`config.mk`:
```
export PLATFORM = sky130hd
export DESIGN_NAME = food_spawn_gen
export DESIGN_NICKNAME = d
export VERILOG_FILES = /design/src/rtl/food_spawn_gen.sv
export SDC_FILE = /design/constraint.sdc
export NUM_CORES = 1
export LEC_CHECK = 0
export CELL_PAD_IN_SITES_DETAIL_PLACEMENT = 1
export CELL_PAD_IN_SITES_GLOBAL_PLACEMENT = 2
export CORE_UTILIZATION = 34
export CTS_BUF_LIST = sky130_fd_sc_hd__clkbuf_4 sky130_fd_sc_hd__clkbuf_8
export DETAILED_ROUTE_END_ITERATION = 10
export HOLD_SLACK_MARGIN = 0.1
export PLACE_DENSITY_LB_ADDON = 0.1
export SLEW_MARGIN = 40
export SYNTH_ARGS = -nofsm -noshare
export SYNTH_HDL_FRONTEND = slang
export SYNTH_SLANG_ARGS = --single-unit
```
`constraint.sdc`:
```
create_clock -name frame_clk -period 3.2 [get_ports frame_clk]
set_clock_uncertainty 0.2 [all_clocks]
set_input_delay 0.64 -clock frame_clk [delete_from_list [all_inputs] [get_ports frame_clk]]
set_output_delay 0.64 -clock frame_clk [all_outputs]
set_load 0.01 [all_outputs]
```
`src/rtl/food_spawn_gen.sv`:
```
// food_spawn_gen: LFSR-driven fruit placement that rejects off-grid, head, old-fruit and body-occupied cells.
// Define FOOD_AVOID_BORDER_EN to also exclude the outermost ring of grid cells.
module food_spawn_gen #(
    parameter int          CELL_SIZE = 10,
    parameter int          GRID_COLS = 60,
    parameter int          GRID_ROWS = 44,
    parameter int          X_ORIGIN  = 20,
    parameter int          Y_ORIGIN  = 20,
    parameter int          START_X   = 320,
    parameter int          START_Y   = 240,
    parameter int          MAX_TRIES = 16,
    parameter logic [15:0] SEED      = 16'hACE1
) (
    input  logic       frame_clk,
    input  logic       Reset,
    input  logic       spawn_req,
    input  logic [9:0] headX,
    input  logic [9:0] headY,
    output logic       occ_query,
    output logic [9:0] occ_x,
    output logic [9:0] occ_y,
    input  logic       occ_hit,
    output logic [9:0] fruitX,
    output logic [9:0] fruitY,
    output logic       fruit_valid,
    output logic       busy,
    output logic       spawn_fail
);
    localparam int TW = $clog2(MAX_TRIES + 1);

    typedef enum logic [2:0] {IDLE, PICK, QUERY, WAIT, COMMIT} state_t;

    state_t        state, state_n;
    logic [15:0]   lfsr;
    logic [TW-1:0] tries;
    logic [5:0]    col, row;
    logic [9:0]    cand_x, cand_y;
    logic          off_grid, clash, reject, last_try;

    assign col    = lfsr[5:0];
    assign row    = lfsr[11:6];
    assign cand_x = 10'(X_ORIGIN + int'(col) * CELL_SIZE);
    assign cand_y = 10'(Y_ORIGIN + int'(row) * CELL_SIZE);

`ifdef FOOD_AVOID_BORDER_EN
    assign off_grid = int'(col) >= GRID_COLS - 1 || int'(row) >= GRID_ROWS - 1 || col == '0 || row == '0;
`else
    assign off_grid = int'(col) >= GRID_COLS || int'(row) >= GRID_ROWS;
`endif

    // occ_x/occ_y hold the candidate under test from PICK until COMMIT
    assign clash     = occ_hit || (occ_x == headX && occ_y == headY) || (occ_x == fruitX && occ_y == fruitY);
    assign reject    = (state == PICK && off_grid) || (state == WAIT && clash);
    assign last_try  = tries == TW'(MAX_TRIES - 1);
    assign occ_query = state == QUERY;
    assign busy      = state != IDLE;

    always_ff @(posedge frame_clk or posedge Reset)
        if (Reset)
            state <= IDLE;
        else
            state <= state_n;

    always_comb begin
        state_n = state;
        case (state)
            IDLE:    state_n = spawn_req ? PICK : IDLE;
            PICK:    state_n = !off_grid ? QUERY : (last_try ? IDLE : PICK);
            QUERY:   state_n = WAIT;
            WAIT:    state_n = !clash ? COMMIT : (last_try ? IDLE : PICK);
            COMMIT:  state_n = IDLE;
            default: state_n = IDLE;
        endcase
    end

    always_ff @(posedge frame_clk or posedge Reset)
        if (Reset) begin
            lfsr        <= SEED;
            tries       <= '0;
            occ_x       <= '0;
            occ_y       <= '0;
            fruitX      <= 10'(START_X);
            fruitY      <= 10'(START_Y);
            fruit_valid <= 1'b1;
            spawn_fail  <= 1'b0;
        end else begin
            lfsr       <= {1'b0, lfsr[15:1]} ^ (lfsr[0] ? 16'hB400 : 16'h0000);
            spawn_fail <= reject && last_try;
            if (state == IDLE && spawn_req) begin
                tries       <= '0;
                fruit_valid <= 1'b0;
            end
            if (reject)
                tries <= tries + 1'b1;
            if (state == PICK && !off_grid) begin
                occ_x <= cand_x;
                occ_y <= cand_y;
            end
            if (state == COMMIT) begin
                fruitX      <= occ_x;
                fruitY      <= occ_y;
                fruit_valid <= 1'b1;
            end
        end
endmodule

```
# Word level (Yosys, flattened, before mapping)
# Cells that the tools add are included.
# op_classes
add_sub_neg,3
multipliers,2
magnitude_cmp,2
n_eq_ne,9
mux,10
bitwise,1
reduce_logical,16
# op_table
op,count
equality test 10 bit,4
adder 5 x 10 -> 10 bit (first input constant),2
multiplier 6 x 3 -> 9 bit (second input constant),2
2-to-1 mux 16 bit,1
XOR 15 x 16 -> 16 bit,1
>= comparator 6 bit (second input constant),2
one-hot mux 3 bit (4 select lines),1
2-to-1 mux 5 bit,2
logical AND 1 bit,7
equality test 3 x 2 -> 1 bit (second input constant),2
2-to-1 mux 3 bit,2
adder 5 x 1 -> 5 bit (second input constant),1
equality test 5 x 4 -> 1 bit (second input constant),1
logical OR 1 bit,4
2-to-1 mux 1 bit,4
nonzero test 2 bit,2
equality test 3 x 1 -> 1 bit (second input constant),1
equality test 3 bit (second input constant),1
logical NOT 3 bit,1
nonzero test 3 bit,1
logical NOT 1 bit,1
# word_totals
regBits,66
out_inout_bits,44

# Depth between registers and ports, before layout
# Gate-level depths: netlist of the first run.
# logic_depth
ltp_word,7
ltp_mapped,10
ltp_nobuf,10

# Worst setup path before layout of the first run
# OpenSTA, ideal clock, no wires.
# synth_timing
kind,register to register
startpoint,register lfsr[1]
endpoint,register occ_x[9]
t_arrival_ps,2395
required_ps,2923
setup_slack_ps,528
path_stages_with_launch,9
path_buffers,0
period_less_slack_ps,2672
path_cell_list,dfrtp_1 > ha_1 > ha_1 > inv_1 > fa_1 > or3_1 > o41ai_1 > a222oi_1 > o21ai_1
# synth_between
elab_chain_cells,4
elab_cells_between_ends,6
cone_classes,add/sub: 1; mul: 1; order compare: 1; reduce/logical: 3
# synth_rtl
item,line_no,rtl
start: declaration,34,logic [15:0] lfsr;
start signal: assignment,87,"lfsr <= {1'b0, lfsr[15:1]} ^ (lfsr[0] ? 16'hB400 : 16'h0000);"
branches (longest 4 deep; another with adder 5 x 10 -> 10 bit),n/a,
end signal: assignment,96,occ_x <= cand_x;
end: declaration,20,"output logic [9:0] occ_x,"
# Parallel ways; which one is timed is not known.
# A chain may end at the register's enable or synchronous reset.

# Final worst setup path of the first run
# layout_timing
startpoint,register lfsr[0]
endpoint,register occ_x[9]
# Same word-level chain as after synthesis.

==> metrics.txt, run 1 <==
# TYPE chip_impl_metric gauge
chip_impl_metric{name="inst_count_dp",unit=""} 475
chip_impl_metric{name="design_area",unit="sq mm"} 0.004293
chip_impl_metric{name="placement_rows",unit=""} 35
chip_impl_metric{name="place_hpwl",unit="microns"} 5889
chip_impl_metric{name="final-instance-count-excl-fill",unit=""} 491
chip_impl_metric{name="p_clk_share",unit="%"} 30.3
chip_impl_info{name="sort_of_element_at_the_start_of_the_critical_path",value="flip-flop"} 1
chip_impl_metric{name="multi_input_area",unit="sq mm"} 0.001660
chip_impl_info{name="rsz_0062_raised_after_global_routing",value="false"} 1
chip_impl_info{name="most_common_cell_after_layout_fill_and_taps_aside",value="clkdlybuf4s50_1"} 1
chip_impl_info{name="min_path_type",value="flip-flop to flip-flop"} 1
chip_impl_metric{name="post_cts_resize_count",unit=""} 0
chip_impl_metric{name="placeableCoreArea",unit="sq mm"} 0.009328
chip_impl_metric{name="postSynthCellCount",unit=""} 287
chip_impl_metric{name="cap_violations",unit=""} 0
chip_impl_metric{name="htreeDepth",unit=""} 3
chip_impl_metric{name="cp_max_fo",unit=""} 6
chip_impl_metric{name="setup_viol_count_final",unit=""} 0
chip_impl_metric{name="fin_setup_tns",unit="ns"} 0
chip_impl_metric{name="syn-cell-area",unit="sq mm"} 0.003297
chip_impl_metric{name="layout.filler_cells",unit=""} 1018
chip_impl_metric{name="synth.avg_cell_area",unit="sq um"} 11.49
chip_impl_metric{name="power.sequential.fraction",unit="%"} 42.1
chip_impl_metric{name="grt_util_all_layers",unit="%"} 17.05
chip_impl_metric{name="power_switching",unit="uW"} 742.2
chip_impl_metric{name="worst_slack",unit="ns"} 0.3118
chip_impl_info{name="run_status",value="completed"} 1
chip_impl_metric{name="pwr-share-comb",unit="%"} 27.6
chip_impl_metric{name="seq_area_frac_synth",unit="%"} 47.63
chip_impl_metric{name="dr_total_vias",unit=""} 2305
chip_impl_metric{name="ant_nets_after_route",unit=""} 0
chip_impl_metric{name="first_global_vias",unit=""} 2411
chip_impl_metric{name="post_route_cells_drive_above_1_share",unit="%"} 17.13
chip_impl_metric{name="grt_antenna_before_repair",unit=""} 0
chip_impl_metric{name="dr.pass1.iters",unit=""} 5
chip_impl_metric{name="synth-edff-count",unit=""} 0
chip_impl_metric{name="synthDistinctLibCells",unit=""} 38
chip_impl_metric{name="dpl_cell_area",unit="sq mm"} 0.004084
chip_impl_metric{name="power.ir.vdd_worst",unit="uV"} 243.6
chip_impl_metric{name="drt_iter0_markers",unit=""} 40
chip_impl_metric{name="route.detailed.vias_per_inst",unit=""} 4.695
chip_impl_info{name="cts_root_buf",value="clkbuf_8"} 1
chip_impl_metric{name="area.sequential",unit="sq mm"} 0.001570
chip_impl_metric{name="hold_violations",unit=""} 0
chip_impl_metric{name="cts.path.max_buffers",unit=""} 2
chip_impl_metric{name="io_buffer_count",unit=""} 63
chip_impl_metric{name="fp.dieH",unit="microns"} 100.5
chip_impl_metric{name="routed_wirelength",unit="microns"} 7890
chip_impl_metric{name="min_period",unit="ns"} 2.888
chip_impl_metric{name="report.final.slew_viol_count",unit=""} 0
chip_impl_metric{name="post_drt_wl_per_cell",unit="microns"} 16.07
chip_impl_metric{name="gp_congestion",unit=""} 0.7214
chip_impl_metric{name="async_reset_ff_share",unit="%"} 100.0
chip_impl_metric{name="ff2ff_path_depth",unit=""} 9
chip_impl_metric{name="finalNetCount",unit=""} 403
chip_impl_info{name="mostFrequentLayoutCells",value="clkdlybuf4s50_1, dfrtp_1, xor2_1"} 1
chip_impl_metric{name="p_sw_share",unit="%"} 31.38
chip_impl_metric{name="postSynthRegisterBits",unit=""} 62
chip_impl_metric{name="drc_errors",unit=""} 0
chip_impl_metric{name="cts.clk_slew.worst_paths",unit="ns"} 0.07
chip_impl_metric{name="numCtsBuffers",unit=""} 9
chip_impl_metric{name="antenna_cells_inserted",unit=""} 0
chip_impl_metric{name="cp_required",unit="ns"} 3.26
chip_impl_metric{name="die_outline_width",unit="microns"} 100.5
chip_impl_metric{name="clock_insertion_delay_worst_skew",unit="ns"} 0.33
chip_impl_metric{name="hold_path_depth",unit=""} 0
chip_impl_metric{name="globalRouteOverflowTotal",unit=""} 0
chip_impl_info{name="worstSetupEndpointType",value="flip-flop"} 1
chip_impl_metric{name="initial_core_util",unit="%"} 35.35
chip_impl_metric{name="yosysWarningCount",unit=""} 0
chip_impl_metric{name="total_leakage_power",unit="nW"} 2.087
chip_impl_info{name="ys.flop_type",value="dfrtp_1"} 1
chip_impl_metric{name="postCtsSetupRepairBufs",unit=""} 0
chip_impl_info{name="cts_tree",value="built"} 1
chip_impl_metric{name="finalCritPeriodShare",unit="%"} 90.26
chip_impl_metric{name="grt_first_pass_wirelength",unit="microns"} 12730
chip_impl_metric{name="area_growth_syn_to_layout",unit="%"} 30.21
chip_impl_metric{name="clock.fmax",unit="GHz"} 0.3462
chip_impl_metric{name="design.die.area",unit="sq mm"} 0.01009
chip_impl_metric{name="power.density",unit="mW/mm^2"} 550.9
chip_impl_metric{name="top_level_ports",unit=""} 68
chip_impl_info{name="worst-setup-path-type",value="flip-flop to flip-flop"} 1
chip_impl_metric{name="cts.sinks",unit=""} 62
chip_impl_metric{name="pre_cts_setup_slack",unit="ns"} 0.3074
chip_impl_metric{name="timing.critical_path.arrival",unit="ns"} 2.95
chip_impl_metric{name="hold_buffers",unit=""} 0
chip_impl_metric{name="grt_start_max_net_pins",unit=""} 63
chip_impl_metric{name="cellInternalPower",unit="mW"} 1.623
-- routing by layer --
metal  GRT usage (%)  vias up  part of all wire, %
li1                -     1125                    -
met1           22.22     1122                   47
met2           27.45       54                   48
met3           4.438        4                  5.0
met4           6.020        0                 0.81
met5               0        -                    0
-- cells by family after synthesis --
family | count (synthesis) | share of synthesized area, %
DFF | 62 | 47.63
AOI/OAI and AO/OA | 39 | 7.742
buffers and inverters | 17 | 2.505
other | 1 | 0.1137
muxes | 25 | 8.425
and+or+nand+nor | 66 | 10.17
adders and majority gates | 22 | 8.805
xor gates and xnor gates | 55 | 14.61
-- power groups by stage --
stage,Combinational (mW),Sequential [mW],Clock [mW]
6_report,0.652,0.997,0.717
5_1_grt,0.732,1.01,0.784
4_1_cts,0.673,1.00,0.743
3_5_place_dp,0.670,1.01,0
3_3_place_gp,0.663,1.01,0
2_1_floorplan,0.379,1.00,0
-- critical path: stages (launching register included) --
cell and delay, ns:
dfstp_2 0.60, ha_1 0.18, ha_1 0.18, inv_1 0.07
fa_1 0.39, xor2_1 0.18, or3_1 0.38, o41ai_1 0.39
a222oi_1 0.12, o21ai_1 0.13
-- worst paths after layout --
path | startpoint | to | slack [ns]
max in group asynchronous | Reset | fruitY[7]$_DFFE_PP1P_ | 1.98
max | lfsr[0]$_DFF_PP1_ | occ_x[9]$_DFFE_PP0P_ | 0.31
max reg2reg | lfsr[0]$_DFF_PP1_ | occ_x[9]$_DFFE_PP0P_ | 0.31
min in group asynchronous | Reset | fruitX[3]$_DFFE_PP0P_ | 0.48
min reg2reg | lfsr[12]$_DFF_PP0_ | lfsr[11]$_DFF_PP1_ | 0.16
min | lfsr[12]$_DFF_PP0_ | lfsr[11]$_DFF_PP1_ | 0.16
-- synthesized netlist by cell type (all sizes together) (5+ instances only) --
master	instances	area share, %
dfrtp	47	36
xor2	44	12
nand2	24	3.0
mux2	22	7.5
ha	20	7.6
o21ai	18	2.7
dfstp	15	12
xnor2	11	2.9
nor2	8	0.91
a21o	7	1.6
a21oi	7	1.1
buf	7	1.4
inv	7	0.80
nor4	7	1.3
nand3	6	0.91
nor2b	5	0.95
-- cell type report --
cell class	instances	area share (%)
Tap cell	129	3.760
Inverter	7	0.6121
Clock buffer	13	3.876
Timing Repair Buffer	66	15.51
Multi-Input combinational cell	211	38.68
Clock inverter	3	0.9910
Sequential cell	62	36.58
-- sequential cells by signal, indices dropped and copies added (netlist names) --
signal / cells
fruitY: 9
tries: 5
spawn_fail: 1
occ_y: 9
occ_x: 9
fruit_valid: 1
lfsr: 16
state: 3
fruitX: 9
-- through the flow --
stage	total power, mW	hold slack (ns)	utilization, %
6_report	2.365	0.1576	46.02
5_1_grt	2.529	0.1716	46.02
4_1_cts	2.417	0.1605	46.02
3_5_place_dp	1.685	0.1437	43.78
3_3_place_gp	1.671	0.1392	43.78
2_1_floorplan	1.380	0.1330	-
No activity file was read; power rests on OpenSTA's default activity.
==> inputs of run 2 (changes only) <==
- SKIP_CTS_REPAIR_TIMING: not set -> 1
- TNS_END_PERCENT: not set -> 10
==> results of run 2 <==
Final layout, timing and power as in run 1 (identical DEF).
